[config.mk]
export PLATFORM = sky130hd
export DESIGN_NAME = bit_aligner_gen2
export DESIGN_NICKNAME = d
export VERILOG_FILES = /design/src/rtl/bit_aligner_gen2_pkg.sv /design/src/rtl/bit_aligner_gen2_cmp.sv /design/src/rtl/bit_aligner_gen2.sv
export SDC_FILE = /design/constraint.sdc
export NUM_CORES = 1
export LEC_CHECK = 0
export CORE_ASPECT_RATIO = 0.5
export CORE_MARGIN = 5
export CORE_UTILIZATION = 25
export DETAILED_ROUTE_END_ITERATION = 10
export PLACE_DENSITY_LB_ADDON = 0.15
export SYNTH_ARGS = -nofsm -noshare
export SYNTH_HDL_FRONTEND = slang
export SYNTH_SLANG_ARGS = --single-unit
[constraint.sdc]
create_clock -name clk -period 24.3 [get_ports clk]
set_input_delay 4.86 -clock clk [delete_from_list [all_inputs] [get_ports clk]]
set_output_delay 4.86 -clock clk [all_outputs]
set_load 0.01 [all_outputs]
[src/rtl/bit_aligner_gen2_pkg.sv]
// bit_align_pkg: shared types and defaults for the bit_aligner_gen2 RX aligner.
//   align_state_t  : aligner FSM states
//   DEF_ALIGN_WORD : default alignment header
//   DEF_IDLE_WORD  : default idle word (keeps lock alive)
//   DEF_ERR_W      : width of a Hamming-distance value for the default W
package bit_align_pkg;
  typedef enum logic [2:0] {ST_IDLE, ST_SEARCH, ST_SLIP, ST_WAIT, ST_LOCKED} align_state_t;

  localparam logic [31:0] DEF_ALIGN_WORD = 32'hEB94_BDA3;
  localparam logic [31:0] DEF_IDLE_WORD  = 32'h0707_0707;
  localparam int          DEF_W          = 32;
  localparam int          DEF_ERR_W      = $clog2(DEF_W + 1);

  function automatic int err_w(input int w);
    return $clog2(w + 1);
  endfunction
endpackage

[src/rtl/bit_aligner_gen2_cmp.sv]
// align_word_cmp: combinational header matcher.
//   i_valid/i_data : RX word and qualifier
//   i_err_th       : max Hamming distance still counted as a hit
//   o_hit_n        : word matches ALIGN_WORD
//   o_hit_i        : word matches ~ALIGN_WORD (suppressed when o_hit_n is set)
module align_word_cmp import bit_align_pkg::*; #(
  parameter int           W          = 32,
  parameter logic [W-1:0] ALIGN_WORD = W'(DEF_ALIGN_WORD)
) (
  input  logic                   i_valid,
  input  logic [W-1:0]           i_data,
  input  logic [$clog2(W+1)-1:0] i_err_th,
  output logic                   o_hit_n,
  output logic                   o_hit_i
);
  localparam int CW = err_w(W);

  logic [W-1:0]  w_diff;
  logic [CW-1:0] w_dist_n;
  logic [CW-1:0] w_dist_i;

  assign w_diff = i_data ^ ALIGN_WORD;

  always_comb begin
    w_dist_n = '0;
    for (int b = 0; b < W; b++) w_dist_n = w_dist_n + CW'(w_diff[b]);
  end

  // Distance to the inverted header is the complement count.
  assign w_dist_i = CW'(W) - w_dist_n;
  assign o_hit_n  = i_valid && (w_dist_n <= i_err_th);
  assign o_hit_i  = i_valid && (w_dist_i <= i_err_th) && !o_hit_n;
endmodule

[src/rtl/bit_aligner_gen2.sv]
// bit_aligner_gen2: RX word/bit aligner with RXSLIDE search and polarity detect.
//   clk, rst (sync, active-high), rx_reset_done, rx_cdr_stable : control
//   i_rx_data/i_rx_valid : raw RX words;  i_realign_req : force re-search
//   cfg_err_th / cfg_verify_cnt / cfg_lock_loss_to : live configuration
//   o_rxslide, o_slip_pos : slide pulse and current slip offset
//   o_polarity_inv, o_bit_locked, o_align_fail : status
//   o_data_aligned/o_aligned_valid : polarity-corrected data, valid only while locked
//   o_slip_total/o_unlock_cnt : saturating stats, live only with BIT_ALIGNER_STATS_EN
module bit_aligner_gen2 import bit_align_pkg::*; #(
  parameter int           W              = 32,
  parameter logic [W-1:0] ALIGN_WORD     = W'(DEF_ALIGN_WORD),
  parameter logic [W-1:0] IDLE_WORD      = W'(DEF_IDLE_WORD),
  parameter int           SLIDE_COOLDOWN = 5,
  parameter int           CHECK_TIMEOUT  = 50
) (
  input  logic                   clk,
  input  logic                   rst,
  input  logic                   rx_reset_done,
  input  logic                   rx_cdr_stable,
  input  logic [W-1:0]           i_rx_data,
  input  logic                   i_rx_valid,
  input  logic                   i_realign_req,
  input  logic [$clog2(W+1)-1:0] cfg_err_th,
  input  logic [7:0]             cfg_verify_cnt,
  input  logic [15:0]            cfg_lock_loss_to,
  output logic                   o_rxslide,
  output logic [$clog2(W)-1:0]   o_slip_pos,
  output logic                   o_polarity_inv,
  output logic                   o_align_fail,
  output logic                   o_bit_locked,
  output logic [W-1:0]           o_data_aligned,
  output logic                   o_aligned_valid,
  output logic [15:0]            o_slip_total,
  output logic [7:0]             o_unlock_cnt
);
  localparam int POS_W = $clog2(W);
  localparam int CW    = err_w(W);
  localparam int TO_W  = (CHECK_TIMEOUT  > 0) ? $clog2(CHECK_TIMEOUT + 1)  : 1;
  localparam int CD_W  = (SLIDE_COOLDOWN > 0) ? $clog2(SLIDE_COOLDOWN + 1) : 1;

  align_state_t r_state, w_state_nx;
  logic [7:0]       r_verify, w_verify_nx;
  logic [TO_W-1:0]  r_to, w_to_nx;
  logic [15:0]      r_loss, w_loss_nx;
  logic [CD_W-1:0]  r_cool, w_cool_nx;
  logic [CW-1:0]    r_sweep, w_sweep_nx;
  logic [POS_W-1:0] r_slip_pos, w_pos_nx;
  logic             r_cand_pol, w_cand_nx;
  logic             r_pol_inv, w_pol_nx;
  logic             r_rxslide, w_slide_nx;
  logic             r_fail, w_fail_nx;
  logic [W-1:0]     r_data;
  logic             r_avalid;

  logic       w_hit_n, w_hit_i, w_hit, w_keep, w_abort, w_unlock, w_dp_pol;
  logic [7:0] w_vth;

  align_word_cmp #(.W(W), .ALIGN_WORD(ALIGN_WORD)) u_cmp (
    .i_valid (i_rx_valid),
    .i_data  (i_rx_data),
    .i_err_th(cfg_err_th),
    .o_hit_n (w_hit_n),
    .o_hit_i (w_hit_i)
  );

  assign w_hit   = w_hit_n | w_hit_i;
  assign w_vth   = (cfg_verify_cnt == 8'd0) ? 8'd1 : cfg_verify_cnt;
  assign w_abort = !rx_cdr_stable || !rx_reset_done || i_realign_req;
  // While locked, a header of the locked polarity or a corrected idle keeps lock alive.
  assign w_keep  = (r_pol_inv ? w_hit_i : w_hit_n) ||
                   ((i_rx_data ^ {W{r_pol_inv}}) == IDLE_WORD);
  assign w_dp_pol = (r_state == ST_LOCKED) ? r_pol_inv : r_cand_pol;

  always_comb begin
    w_state_nx  = r_state;
    w_verify_nx = r_verify;
    w_to_nx     = r_to;
    w_loss_nx   = r_loss;
    w_cool_nx   = r_cool;
    w_sweep_nx  = r_sweep;
    w_pos_nx    = r_slip_pos;
    w_cand_nx   = r_cand_pol;
    w_pol_nx    = r_pol_inv;
    w_slide_nx  = 1'b0;
    w_fail_nx   = 1'b0;
    w_unlock    = 1'b0;
    case (r_state)
      ST_IDLE: w_state_nx = ST_SEARCH;
      ST_SEARCH: begin
        if (w_hit) begin
          w_to_nx = '0;
          // First hit or polarity flip restarts verification on the new polarity.
          if (r_verify == 8'd0 || w_hit_i != r_cand_pol) begin
            w_cand_nx   = w_hit_i;
            w_verify_nx = 8'd1;
          end else if (r_verify != 8'hFF) begin
            w_verify_nx = r_verify + 8'd1;
          end
          if (w_verify_nx >= w_vth) begin
            w_state_nx = ST_LOCKED;
            w_pol_nx   = w_cand_nx;
            w_loss_nx  = '0;
          end
        end else if (i_rx_valid) begin
          if (r_to == TO_W'(CHECK_TIMEOUT)) begin
            w_state_nx  = ST_SLIP;
            w_verify_nx = '0;
            w_to_nx     = '0;
          end else begin
            w_to_nx = r_to + 1'b1;
          end
        end
      end
      ST_SLIP: begin
        w_slide_nx = 1'b1;
        w_pos_nx   = (r_slip_pos == POS_W'(W - 1)) ? '0 : r_slip_pos + 1'b1;
        if (r_sweep == CW'(W - 1)) begin
          w_fail_nx  = 1'b1;
          w_sweep_nx = '0;
        end else begin
          w_sweep_nx = r_sweep + 1'b1;
        end
        if (SLIDE_COOLDOWN == 0) begin
          w_state_nx = ST_SEARCH;
        end else begin
          w_cool_nx  = CD_W'(SLIDE_COOLDOWN);
          w_state_nx = ST_WAIT;
        end
      end
      ST_WAIT: begin
        if (r_cool <= CD_W'(1)) begin
          w_cool_nx  = '0;
          w_state_nx = ST_SEARCH;
        end else begin
          w_cool_nx = r_cool - 1'b1;
        end
      end
      ST_LOCKED: begin
        if (i_rx_valid) begin
          if (w_keep) begin
            w_loss_nx = '0;
          end else if (cfg_lock_loss_to != 16'd0 &&
                       ({1'b0, r_loss} + 17'd1) >= {1'b0, cfg_lock_loss_to}) begin
            // >= so that lowering the timeout while locked acts at once.
            w_unlock    = 1'b1;
            w_state_nx  = ST_SEARCH;
            w_verify_nx = '0;
            w_to_nx     = '0;
            w_sweep_nx  = '0;
            w_loss_nx   = '0;
          end else if (r_loss != 16'hFFFF) begin
            w_loss_nx = r_loss + 16'd1;
          end
        end
      end
      default: w_state_nx = ST_IDLE;
    endcase
    // Abort overrides everything, including a slide about to be issued.
    if (w_abort) begin
      w_state_nx  = ST_IDLE;
      w_verify_nx = '0;
      w_to_nx     = '0;
      w_loss_nx   = '0;
      w_cool_nx   = '0;
      w_sweep_nx  = '0;
      w_slide_nx  = 1'b0;
      w_fail_nx   = 1'b0;
      w_unlock    = 1'b0;
      w_pos_nx    = rx_reset_done ? r_slip_pos : '0;
    end
  end

  always_ff @(posedge clk) begin
    if (rst) begin
      r_state    <= ST_IDLE;
      r_verify   <= '0;
      r_to       <= '0;
      r_loss     <= '0;
      r_cool     <= '0;
      r_sweep    <= '0;
      r_slip_pos <= '0;
      r_cand_pol <= 1'b0;
      r_pol_inv  <= 1'b0;
      r_rxslide  <= 1'b0;
      r_fail     <= 1'b0;
      r_data     <= '0;
      r_avalid   <= 1'b0;
    end else begin
      r_state    <= w_state_nx;
      r_verify   <= w_verify_nx;
      r_to       <= w_to_nx;
      r_loss     <= w_loss_nx;
      r_cool     <= w_cool_nx;
      r_sweep    <= w_sweep_nx;
      r_slip_pos <= w_pos_nx;
      r_cand_pol <= w_cand_nx;
      r_pol_inv  <= w_pol_nx;
      r_rxslide  <= w_slide_nx;
      r_fail     <= w_fail_nx;
      r_avalid   <= i_rx_valid && (w_state_nx == ST_LOCKED);
      if (i_rx_valid) r_data <= i_rx_data ^ {W{w_dp_pol}};
    end
  end

  assign o_rxslide       = r_rxslide;
  assign o_slip_pos      = r_slip_pos;
  assign o_polarity_inv  = r_pol_inv;
  assign o_align_fail    = r_fail;
  assign o_bit_locked    = (r_state == ST_LOCKED);
  assign o_data_aligned  = r_data;
  assign o_aligned_valid = r_avalid;

`ifdef BIT_ALIGNER_STATS_EN
  logic [15:0] r_slip_total;
  logic [7:0]  r_unlock_cnt;

  always_ff @(posedge clk) begin
    if (rst) begin
      r_slip_total <= '0;
      r_unlock_cnt <= '0;
    end else begin
      if (w_slide_nx && r_slip_total != 16'hFFFF) r_slip_total <= r_slip_total + 16'd1;
      if (w_unlock && r_unlock_cnt != 8'hFF)      r_unlock_cnt <= r_unlock_cnt + 8'd1;
    end
  end

  assign o_slip_total = r_slip_total;
  assign o_unlock_cnt = r_unlock_cnt;
`else
  logic w_unused_stats;
  assign w_unused_stats = w_unlock;
  assign o_slip_total   = '0;
  assign o_unlock_cnt   = '0;
`endif
endmodule
Word level (Yosys, flattened, before mapping)
Cells that the tools add are included.
{ "op_classes": {"order_cmp": 5, "eq_ne": 21, "n_reduce_logical": 29, "n_addsub": 39, "muxes": 49, "n_bitwise": 5} }
{ "ops": {"columns": ["operator", "n"], "rows": [
  ["$add 6x1->6", 30],
  ["$mux 16", 6],
  ["$mux 8", 11],
  ["$xor 32x32->32", 2],
  ["$mux 6", 7],
  ["$eq 32x27->1 const B", 1],
  ["$pmux 16 s2", 1],
  ["$mux 3", 10],
  ["$pmux 6 s2", 2],
  ["$mux 5", 4],
  ["$not 19->19", 1],
  ["$add 16x1->17 const B", 1],
  ["$ge 17x16->1", 1],
  ["$add 16x1->16 const B", 1],
  ["$logic_not 8->1", 2],
  ["$ne 16x16->1 const B", 1],
  ["$pmux 8 s2", 1],
  ["$reduce_bool 16->1", 1],
  ["$pmux 3 s5", 1],
  ["$add 6x1->6 const B", 2],
  ["$le 6x6->1", 2],
  ["$ne 2x2->1 const B", 5],
  ["$reduce_and 5->1", 2],
  ["$add 8x1->8 const B", 1],
  ["32 further kinds", 52]
]} }
{ "totals": {"reg_bits": 84, "elab_cells": 161, "input_bits": 68, "out_inout_bits": 66} }

Logic depth before layout (Yosys ltp)
Gate-level depths: netlist of the first run.
{ "logic_depth": {"ltp_word": 48, "mapped_depth": 38, "depth_no_buf": 37} }

Cells and area by module
A second synthesis of the first run with hierarchy kept.
{ "unflattened": {"cells_unflattened": 773, "hier_area_um2": 6563.8} }
{ "modules_own_cells": {"columns": ["module", "area_per_inst_um2", "seq_area_each_um2", "instances", "cells_each"], "rows": [
  ["bit_aligner_gen2", 5382.7, 1681.6, 1, 642],
  ["align_word_cmp", 1181.1, 0.0, 1, 131]
]} }

Least setup slack after synthesis of the first run
OpenSTA, ideal clock, no wires.
{ "synth_timing": {"kind": "input port to flip-flop", "startpoint": "input i_rx_data[0]", "endpoint": "register r_loss[10]", "t_required_ns": 24.183, "stages": 34, "path_buffers": 1, "setup_time_ns": 0.117, "arrival_time_ns": 12.718, "path_slack_ns": 11.465, "cell_sequence": "inv_1 ha_1 inv_1 fa_1 fa_1 fa_1 fa_1 inv_1 fa_1 inv_1 fa_1 inv_1 fa_1 inv_1 fa_1 ha_1 nor3b_1 xnor2_1 ha_1 a21oi_1 a21boi_1 o41a_2 o21a_1 nor2_1 nor2_1 ha_1 nand2b_1 a211o_1 a21oi_1 o21ai_0 nand3_2 a31o_2 buf_2 a22o_1"} }
{ "synth_between": {"elab_chain_cells": 44, "word_cells_on_any_way": 57, "classes_between": "32 x add/sub; 3 x order compare; 5 x eq/ne; 7 x mux; 3 x bitwise; 7 x reduce/logical"} }
{ "synth_lines": {"columns": ["item", "line_no", "source"], "rows": [
  ["start, declared", "bit_aligner_gen2.sv:20", "input logic [W-1:0] i_rx_data,"],
  ["$not 19->19 (no source line)", null, null],
  ["$add 1x1->2", "bit_aligner_gen2_cmp.sv:26", "for (int b = 0; b < W; b++) w_dist_n = w_dist_n + CW'(w_diff[b]);"],
  ["$add 6x1->6 (30 in a row)", "bit_aligner_gen2_cmp.sv:26", null],
  ["$sub 6x6->6 or $le 6x6->1 (tied branches)", "bit_aligner_gen2_cmp.sv:30, bit_aligner_gen2_cmp.sv:31", null],
  ["$le 6x6->1 or $logic_and 1x1->1 (tied branches)", "bit_aligner_gen2_cmp.sv:32, bit_aligner_gen2_cmp.sv:31", null],
  ["$logic_and 1x1->1 or $logic_not 1->1 (tied branches)", "bit_aligner_gen2_cmp.sv:32", "assign o_hit_i = i_valid && (w_dist_i <= i_err_th) && !o_hit_n;"],
  ["$logic_and 1x1->1", "bit_aligner_gen2_cmp.sv:32", null],
  ["$ne 1x1->1", "bit_aligner_gen2.sv:93", "if (r_verify == 8'd0 || w_hit_i != r_cand_pol) begin"],
  ["$logic_or 1x1->1", "bit_aligner_gen2.sv:93", null],
  ["$mux 8", "bit_aligner_gen2.sv:93", null],
  ["$mux 8", "bit_aligner_gen2.sv:90", "if (w_hit) begin"],
  ["$mux 8", "bit_aligner_gen2.sv:87", "case (r_state)"],
  ["$ge 8x8->1", "bit_aligner_gen2.sv:99", "if (w_verify_nx >= w_vth) begin"],
  ["$ne 2x2->1 (no source line)", null, null],
  ["$reduce_and 5->1 (no source line)", null, null],
  ["end signal, assigned", "bit_aligner_gen2.sv:192", "r_loss <= w_loss_nx;"],
  ["end, declared", "bit_aligner_gen2.sv:44", "logic [15:0] r_loss, w_loss_nx;"]
]} }
Parallel ways exist; a longest one is shown, timed or not. The select of a mux whose other input is x is not followed.
A chain may end at the register's enable or synchronous reset.

Worst setup path in the final report of the first run
{ "layout_timing": {"startpoint": "input i_rx_data[1]", "endpoint": "register r_loss[5]"} }
The elaborated chain is that of the path after synthesis.

==> impl_metrics.prom, run 1 <==
# TYPE chip_impl_metric gauge
chip_impl_info{name="critical_path.reg2reg.startpoint",value="r_loss[0]"} 1
chip_impl_metric{name="power_per_cell_area",unit="nW/um^2"} 103
chip_impl_info{name="timing.critical_path.max_delay_family",value="adder cells"} 1
chip_impl_metric{name="dp_slack",unit="ns"} 10.15
chip_impl_metric{name="slew_headroom",unit=""} 0.418
chip_impl_metric{name="number_of_top_level_design_ports",unit=""} 134
chip_impl_metric{name="avgRoutedWirePerCell",unit="um"} 14.8
chip_impl_metric{name="dpl.cell_count",unit=""} 1219
chip_impl_metric{name="globalRoute.totalOverflow",unit=""} 0
chip_impl_metric{name="synthCells",unit=""} 790
chip_impl_metric{name="wirelength_met1",unit="um"} 8600
chip_impl_metric{name="post_cts.repair.setup_buffers",unit=""} 0
chip_impl_metric{name="clock_tree.htree_level_count",unit=""} 3
chip_impl_metric{name="floorplan.rows",unit=""} 41
chip_impl_info{name="root_buffer",value="clkbuf_16"} 1
chip_impl_metric{name="die_x",unit="um"} 238
chip_impl_metric{name="fin_tns_setup",unit="ns"} 0
chip_impl_metric{name="reg2reg_path_depth",unit=""} 13
chip_impl_metric{name="hold-path-cell-count",unit=""} 1
chip_impl_metric{name="route.vias.total",unit=""} 5659
chip_impl_metric{name="die-area",unit="sq um"} 29600
chip_impl_metric{name="initial_utilization",unit=""} 0.256
chip_impl_metric{name="finalSetupViolations",unit=""} 0
chip_impl_metric{name="synth-seq-area-share",unit=""} 0.258
chip_impl_metric{name="cts-resized-gates",unit=""} 0
chip_impl_info{name="worstSetupPathType",value="in -> reg"} 1
chip_impl_metric{name="synth.cell_area",unit="sq um"} 6520
chip_impl_metric{name="worst_setup_hold_path_clk_slew",unit="ns"} 0.07
chip_impl_metric{name="fin_crit",unit="ns"} 13.71
chip_impl_metric{name="max-clock-path-buffers",unit=""} 2
chip_impl_metric{name="met2_length",unit="um"} 8660
chip_impl_metric{name="cts_inserted_buffers",unit=""} 9
chip_impl_metric{name="post_synth_num_cell_types",unit=""} 75
chip_impl_metric{name="grt_antenna_before_repair",unit=""} 1
chip_impl_metric{name="worstSkewPairLatency",unit="ns"} 0.35
chip_impl_info{name="type_of_the_most_critical_hold_path",value="reg -> reg"} 1
chip_impl_info{name="routed.top_layer",value="met5"} 1
chip_impl_metric{name="placeableCoreArea",unit="sq um"} 25400
chip_impl_info{name="final_cell_mix",value="clkdlybuf4s50_1 (109), nor2_1 (98), inv_1 (90)"} 1
chip_impl_metric{name="die_y",unit="um"} 124
chip_impl_info{name="destination_of_the_worst_register_to_register_timing_path",value="r_loss[0]"} 1
chip_impl_metric{name="worstPathBufferInverterCount",unit=""} 7
chip_impl_metric{name="grt_start_max_net_pins",unit=""} 52
chip_impl_metric{name="vdd.ir_drop.worst",unit="V"} 0.000120
chip_impl_info{name="synth_ff_type",value="dfxtp_1"} 1
chip_impl_metric{name="gp_congestion",unit=""} 0.746
chip_impl_info{name="worstSetupEndpointType",value="register"} 1
chip_impl_metric{name="fin_ws",unit="ns"} 10.59
chip_impl_metric{name="ctsHoldBuffers",unit=""} 0
chip_impl_metric{name="number_of_enable_type_register_cells_in_the_synthesized_netlist",unit=""} 0
chip_impl_metric{name="areaGrowthSynthToFinish",unit="%"} 25.4
chip_impl_metric{name="num-fill-cells",unit=""} 2696
chip_impl_info{name="mostFrequentLayoutCell",value="clkdlybuf4s50_1"} 1
chip_impl_metric{name="critPathMaxStageDelay",unit="ns"} 0.52
chip_impl_metric{name="drt-pass1-iter-count",unit=""} 4
chip_impl_info{name="critical-path-top-cell-by-count",value="fa_1"} 1
chip_impl_metric{name="numPortBuffers",unit=""} 109
chip_impl_metric{name="worst-slew-pin-transition",unit="ns"} 0.871
chip_impl_metric{name="cp.arrival",unit="ns"} 13.95
chip_impl_metric{name="dp.final_hpwl",unit="um"} 14400
chip_impl_info{name="result_of_the_run",value="finished, final reports clean"} 1
chip_impl_metric{name="synthArstFlopShare",unit=""} 0
chip_impl_info{name="cpMaxStageDelayCell",value="fa_1"} 1
chip_impl_metric{name="number_of_pins_with_negative_max_slew_slack_in_the_final_report",unit=""} 0
chip_impl_metric{name="ant_nets",unit=""} 0
chip_impl_metric{name="route.detailed.vias_per_inst",unit=""} 4.58
chip_impl_metric{name="synth-warning-count",unit=""} 0
chip_impl_metric{name="via_count_of_the_first_global_routing_pass",unit=""} 5682
chip_impl_metric{name="leakage",unit="nW"} 3.41
chip_impl_info{name="critical_hold_path_startpoint",value="r_sweep[5]"} 1
chip_impl_metric{name="post_layout_nonfiller_instances",unit=""} 1236
chip_impl_metric{name="yosys_register_bits",unit=""} 84
chip_impl_metric{name="worst_hold_slack",unit="ns"} 0.467
chip_impl_metric{name="met3WireLength",unit="um"} 879
chip_impl_metric{name="timing.final.crit_share",unit=""} 0.564
chip_impl_metric{name="drc_errors",unit=""} 0
chip_impl_metric{name="crit_path_max_fanout",unit=""} 16
chip_impl_metric{name="grt_use_total",unit=""} 0.122
chip_impl_metric{name="wirelength",unit="um"} 18300
chip_impl_metric{name="r2r_setup_slack",unit="ns"} 20.02
chip_impl_metric{name="syn_area_per_cell",unit="sq um"} 8.26
chip_impl_info{name="crit_path_start_kind",value="input port"} 1
chip_impl_metric{name="layout-drive-gt1-share",unit=""} 0.0460
chip_impl_metric{name="worst_endpoint_required_time",unit="ns"} 24.54
chip_impl_info{name="tritoncts",value="yes"} 1
chip_impl_metric{name="grt_first_pass_wirelength",unit="um"} 29700
chip_impl_metric{name="drt_iter0_markers",unit=""} 209
chip_impl_metric{name="maxCapViolations",unit=""} 0
chip_impl_info{name="worstHoldEndpoint",value="r_sweep[5]"} 1
chip_impl_metric{name="cts_num_sinks",unit=""} 84
chip_impl_metric{name="fmax",unit="GHz"} 0.0730
chip_impl_metric{name="hold_viol",unit=""} 0
chip_impl_metric{name="worst_clk_skew",unit="ns"} 0.00730
chip_impl_info{name="rsz0062_at_grt",value="false"} 1
chip_impl_metric{name="num-nets-final",unit=""} 1032
where the power goes:
| part | switching, W | internal (W) | total [W] |
|---|---|---|---|
| clock network | 0.0000649 | 0.0000834 | 0.000148 |
| registers | 0.00000331 | 0.000143 | 0.000146 |
| logic | 0.000302 | 0.000243 | 0.000545 |
cells in the mapped netlist, types with 8 or more instances:
cell,number,area [sq um]
nor2_1,98,368
mux2i_1,17,170
a31oi_1,12,75.1
and3_1,8,50.1
a22o_1,10,87.6
nand3_1,28,140
xnor2_1,47,412
a21o_1,11,82.6
dfxtp_1,84,1680
a21oi_1,53,265
buf_4,25,188
nand2b_1,8,50.1
o21ai_0,17,85.1
fa_1,24,480
clkbuf_1,14,52.6
buf_2,9,45.0
nand2_1,37,139
ha_1,54,676
nor4_1,8,50.1
nand4_1,11,68.8
inv_1,90,338
nor3_1,15,75.1
worst reg2reg max path: cells and delay by family (launching register included):
family | cells | cell delay (ns)
adders and majority gates | 2 | 0.58
AOI/OAI and AO/OA | 3 | 1.22
muxes | 1 | 0.26
xor gates and xnor gates | 1 | 0.28
and+or+nand+nor | 6 | 1.48
DFF | 1 | 0.40
per-stage QoR:
step                      utilization  cell area, sq um  power, W
final                           0.321              8180  0.000839
after global routing            0.321              8170  0.000938
after CTS                       0.321              8170  0.000855
after detailed placement        0.309              7870  0.000700
after global placement          0.309              7870  0.000685
after floorplan                     -              6610  0.000583
worst max path at each step:
| stage | from | end | cells past startpoint |
|---|---|---|---|
| 6_report | i_rx_data[1] | r_loss[5] | 34 |
| 5_1_grt | i_rx_data[0] | r_loss[2] | 38 |
| 4_1_cts | i_rx_data[1] | r_loss[5] | 34 |
| 3_5_place_dp | i_rx_data[1] | r_loss[5] | 34 |
| 3_3_place_gp | i_rx_data[1] | r_loss[8] | 37 |
| 2_1_floorplan | i_rx_data[0] | r_loss[10] | 34 |
cell type report:
class                           count  area (sq um)  share of cell area
Antenna cell                        1          2.50            0.000306
Clock buffer                       10           239              0.0292
Clock inverter                      6          70.1             0.00857
Inverter                           92           345              0.0422
Multi-Input combinational cell    587          4290               0.525
Sequential cell                    84          1680               0.206
Tap cell                          344           430              0.0526
Timing Repair Buffer              112          1110               0.136
registers in the layout (all words and copies together) (netlist names):
| name | cells |
|---|---|
| r_loss | 16 |
| o_data_aligned | 32 |
| r_state | 3 |
| r_cand_pol | 1 |
| o_polarity_inv | 1 |
| o_aligned_valid | 1 |
| o_rxslide | 1 |
| r_cool | 3 |
| r_sweep | 6 |
| o_align_fail | 1 |
| o_slip_pos | 5 |
| r_to | 6 |
| r_verify | 8 |
per-layer routing:
metal	global-route usage	vias up
met5	0	-
met2	0.209	80
met3	0.0365	10
li1	-	2872
met4	0.0219	2
met1	0.155	2695
kinds of logic (layout without fill, tap and decap cells):
family	count (synthesis)	after routing	synth area share
AND/OR/NAND/NOR	266	266	0.208
multiplexers	18	18	0.0278
other	1	25	0.000575
flip-flops	84	84	0.258
AO/OA/AOI/OAI	149	149	0.160
XOR/XNOR	52	52	0.0698
adder cells (fa/ha/maj)	78	78	0.177
buffers and inverters	142	220	0.0990
No activity file was read; power rests on OpenSTA's default activity.
==> run 2: changes to the inputs <==
- clock period: 24.3 -> 12.7 ns (I/O delays scaled with it)
==> run 2 against run 1 <==
  * Utilization decreased by 0.074 points
  * Final cell count about the same
  * Wire length is essentially flat
  * Critical endpoint unchanged
  * Highest routed layer unchanged
==> impl_metrics.prom, run 2 (synthesis gave the netlist of run 1 again) <==
# TYPE chip_impl_metric gauge
chip_impl_metric{name="drt_iter0_markers",unit=""} 187
chip_impl_metric{name="grt_first_pass_wirelength",unit="um"} 29700
chip_impl_metric{name="antenna_cells_inserted",unit=""} 0
chip_impl_metric{name="route.detailed.vias_per_inst",unit=""} 4.63
chip_impl_info{name="worstSetupEndpointType",value="register"} 1
chip_impl_metric{name="crit_path_max_fanout",unit=""} 16
chip_impl_metric{name="worst_clk_skew",unit="ns"} 0.00706
chip_impl_metric{name="initial_utilization",unit=""} 0.256
chip_impl_metric{name="grt_use_total",unit=""} 0.123
chip_impl_metric{name="ctsHoldBuffers",unit=""} 0
chip_impl_metric{name="worst_setup_hold_path_clk_slew",unit="ns"} 0.06
chip_impl_metric{name="globalRoute.totalOverflow",unit=""} 0
chip_impl_info{name="rsz0062_at_grt",value="false"} 1
chip_impl_metric{name="numPortBuffers",unit=""} 109
chip_impl_metric{name="post_cts.repair.setup_buffers",unit=""} 0
chip_impl_info{name="critical_hold_path_startpoint",value="r_sweep[5]"} 1
chip_impl_metric{name="route.vias.total",unit=""} 5714
chip_impl_metric{name="ant_nets",unit=""} 0
chip_impl_metric{name="die-area",unit="sq um"} 29600
chip_impl_metric{name="num-fill-cells",unit=""} 2676
chip_impl_info{name="final_cell_mix",value="clkdlybuf4s50_1 (109), nor2_1 (98), inv_1 (90)"} 1
chip_impl_metric{name="cts-resized-gates",unit=""} 0
chip_impl_metric{name="worstSkewPairLatency",unit="ns"} 0.35
chip_impl_metric{name="drc_errors",unit=""} 0
chip_impl_metric{name="worst_hold_slack",unit="ns"} 0.451
chip_impl_metric{name="grt_antenna_before_repair",unit=""} 1
chip_impl_metric{name="worst-slew-pin-transition",unit="ns"} 0.866
chip_impl_metric{name="cts_inserted_buffers",unit=""} 9
chip_impl_info{name="critical_path.reg2reg.startpoint",value="r_loss[0]"} 1
chip_impl_metric{name="timing.final.crit_share",unit=""} 0.907
chip_impl_metric{name="number_of_pins_with_negative_max_slew_slack_in_the_final_report",unit=""} 0
chip_impl_metric{name="final_core_utilization",unit=""} 0.321
chip_impl_info{name="result_of_the_run",value="finished, final reports clean"} 1
chip_impl_metric{name="slew_headroom",unit=""} 0.422
chip_impl_metric{name="hold_viol",unit=""} 0
chip_impl_info{name="worstSetupPathType",value="in -> reg"} 1
chip_impl_metric{name="critPathMaxStageDelay",unit="ns"} 0.52
chip_impl_info{name="critical-path-top-cell-by-count",value="fa_1"} 1
chip_impl_metric{name="leakage",unit="nW"} 3.41
chip_impl_metric{name="fin_tns_setup",unit="ns"} 0
chip_impl_metric{name="avgRoutedWirePerCell",unit="um"} 14.8
chip_impl_metric{name="cp.arrival",unit="ns"} 11.75
chip_impl_metric{name="layout-drive-gt1-share",unit=""} 0.0449
chip_impl_info{name="worstSetupStartpoint",value="i_rx_data[0]"} 1
chip_impl_metric{name="cts_num_sinks",unit=""} 84
chip_impl_metric{name="largest_register_ff_count",unit=""} 32
chip_impl_metric{name="wirelength",unit="um"} 18300
chip_impl_info{name="mostFrequentLayoutCell",value="clkdlybuf4s50_1"} 1
chip_impl_info{name="root_buffer",value="clkbuf_16"} 1
chip_impl_metric{name="drt-pass1-iter-count",unit=""} 4
chip_impl_metric{name="gp_congestion",unit=""} 0.761
chip_impl_info{name="type_of_the_most_critical_hold_path",value="reg -> reg"} 1
chip_impl_metric{name="maxCapViolations",unit=""} 0
chip_impl_metric{name="floorplan.rows",unit=""} 41
chip_impl_metric{name="fin_crit",unit="ns"} 11.52
chip_impl_info{name="crit_path_start_kind",value="input port"} 1
chip_impl_metric{name="finalSetupViolations",unit=""} 0
chip_impl_metric{name="number_of_top_level_design_ports",unit=""} 134
chip_impl_metric{name="dp.final_hpwl",unit="um"} 14400
chip_impl_metric{name="multi_input_area",unit="sq um"} 4290
chip_impl_metric{name="clock_tree.htree_level_count",unit=""} 3
chip_impl_metric{name="die_x",unit="um"} 238
chip_impl_metric{name="die_y",unit="um"} 124
chip_impl_metric{name="worst_endpoint_required_time",unit="ns"} 12.93
chip_impl_metric{name="power_per_cell_area",unit="nW/um^2"} 195
chip_impl_metric{name="register_area",unit="sq um"} 1680
chip_impl_metric{name="placeableCoreArea",unit="sq um"} 25400
chip_impl_metric{name="grt_start_max_net_pins",unit=""} 52
chip_impl_metric{name="fin_ws",unit="ns"} 1.18
chip_impl_metric{name="num-nets-final",unit=""} 1032
chip_impl_metric{name="areaGrowthSynthToFinish",unit="%"} 25.1
chip_impl_metric{name="vdd.ir_drop.worst",unit="V"} 0.000228
chip_impl_metric{name="via_count_of_the_first_global_routing_pass",unit=""} 5726
chip_impl_metric{name="dp_slack",unit="ns"} 0.769
chip_impl_info{name="tritoncts",value="yes"} 1
chip_impl_metric{name="post_layout_nonfiller_instances",unit=""} 1235
chip_impl_metric{name="dpl.cell_count",unit=""} 1219
chip_impl_metric{name="max-clock-path-buffers",unit=""} 2
chip_impl_info{name="cpMaxStageDelayCell",value="fa_1"} 1
chip_impl_metric{name="fmax",unit="GHz"} 0.0868
==> run 2: changes by cell type in the layout (fill, tap and decap cells not counted), sizes merged <==
cell	change
clkinv	+2
clkinvlp	-1
diode	-1
inv	-1
==> run 2: cell type report <==
class	count	share of cell area
multi-input cells	587	0.526
flip-flops and latches	84	0.206
well taps	344	0.0528
repair buffers	112	0.137
clock inverters	6	0.00782
clock buffers	10	0.0281
inverters	92	0.0423
==> run 2: power breakdown <==
part | internal [W] | switching (W) | total, W
Combinational | 0.000467 | 0.000577 | 0.00104
Sequential | 0.000273 | 0.00000638 | 0.000280
Clock | 0.000153 | 0.000118 | 0.000271
Total | 0.000893 | 0.000702 | 0.00159
==> run 2: worst paths after layout <==
check	to	slack (ns)	cells past startpoint
worst min register to register	r_sweep[5]	0.45	1
worst max register to register	r_loss[0]	8.51	13
worst min-delay path	r_sweep[5]	0.45	1
worst max-delay path	r_loss[5]	1.18	38
==> run 2: worst max-delay path, delay by kind of cell <==
family,cells,cell delay (ns)
adder cells (fa/ha/maj),11,4.43
buffers and inverters,8,0.93
AO/OA/AOI/OAI,9,1.98
XOR/XNOR,2,0.29
AND/OR/NAND/NOR,8,1.59
==> run 2: per-stage QoR <==
stage / area (sq um) / power (W)
after global placement: 7870 / 0.00131
after floorplan: 6610 / 0.00111
after CTS: 8160 / 0.00163
after global routing: 8160 / 0.00178
after detailed placement: 7870 / 0.00134
final: 8160 / 0.00159
==> run 2: per-layer routing <==
layer | vias to the layer above | part of all wire | wire, um | global-route usage
li1 | 2870 | - | - | -
met1 | 2726 | 0.47 | 8550 | 0.156
met2 | 102 | 0.47 | 8640 | 0.209
met3 | 14 | 0.048 | 870 | 0.0356
met4 | 2 | 0.010 | 186 | 0.0236
met5 | - | 0.0011 | 20 | 0
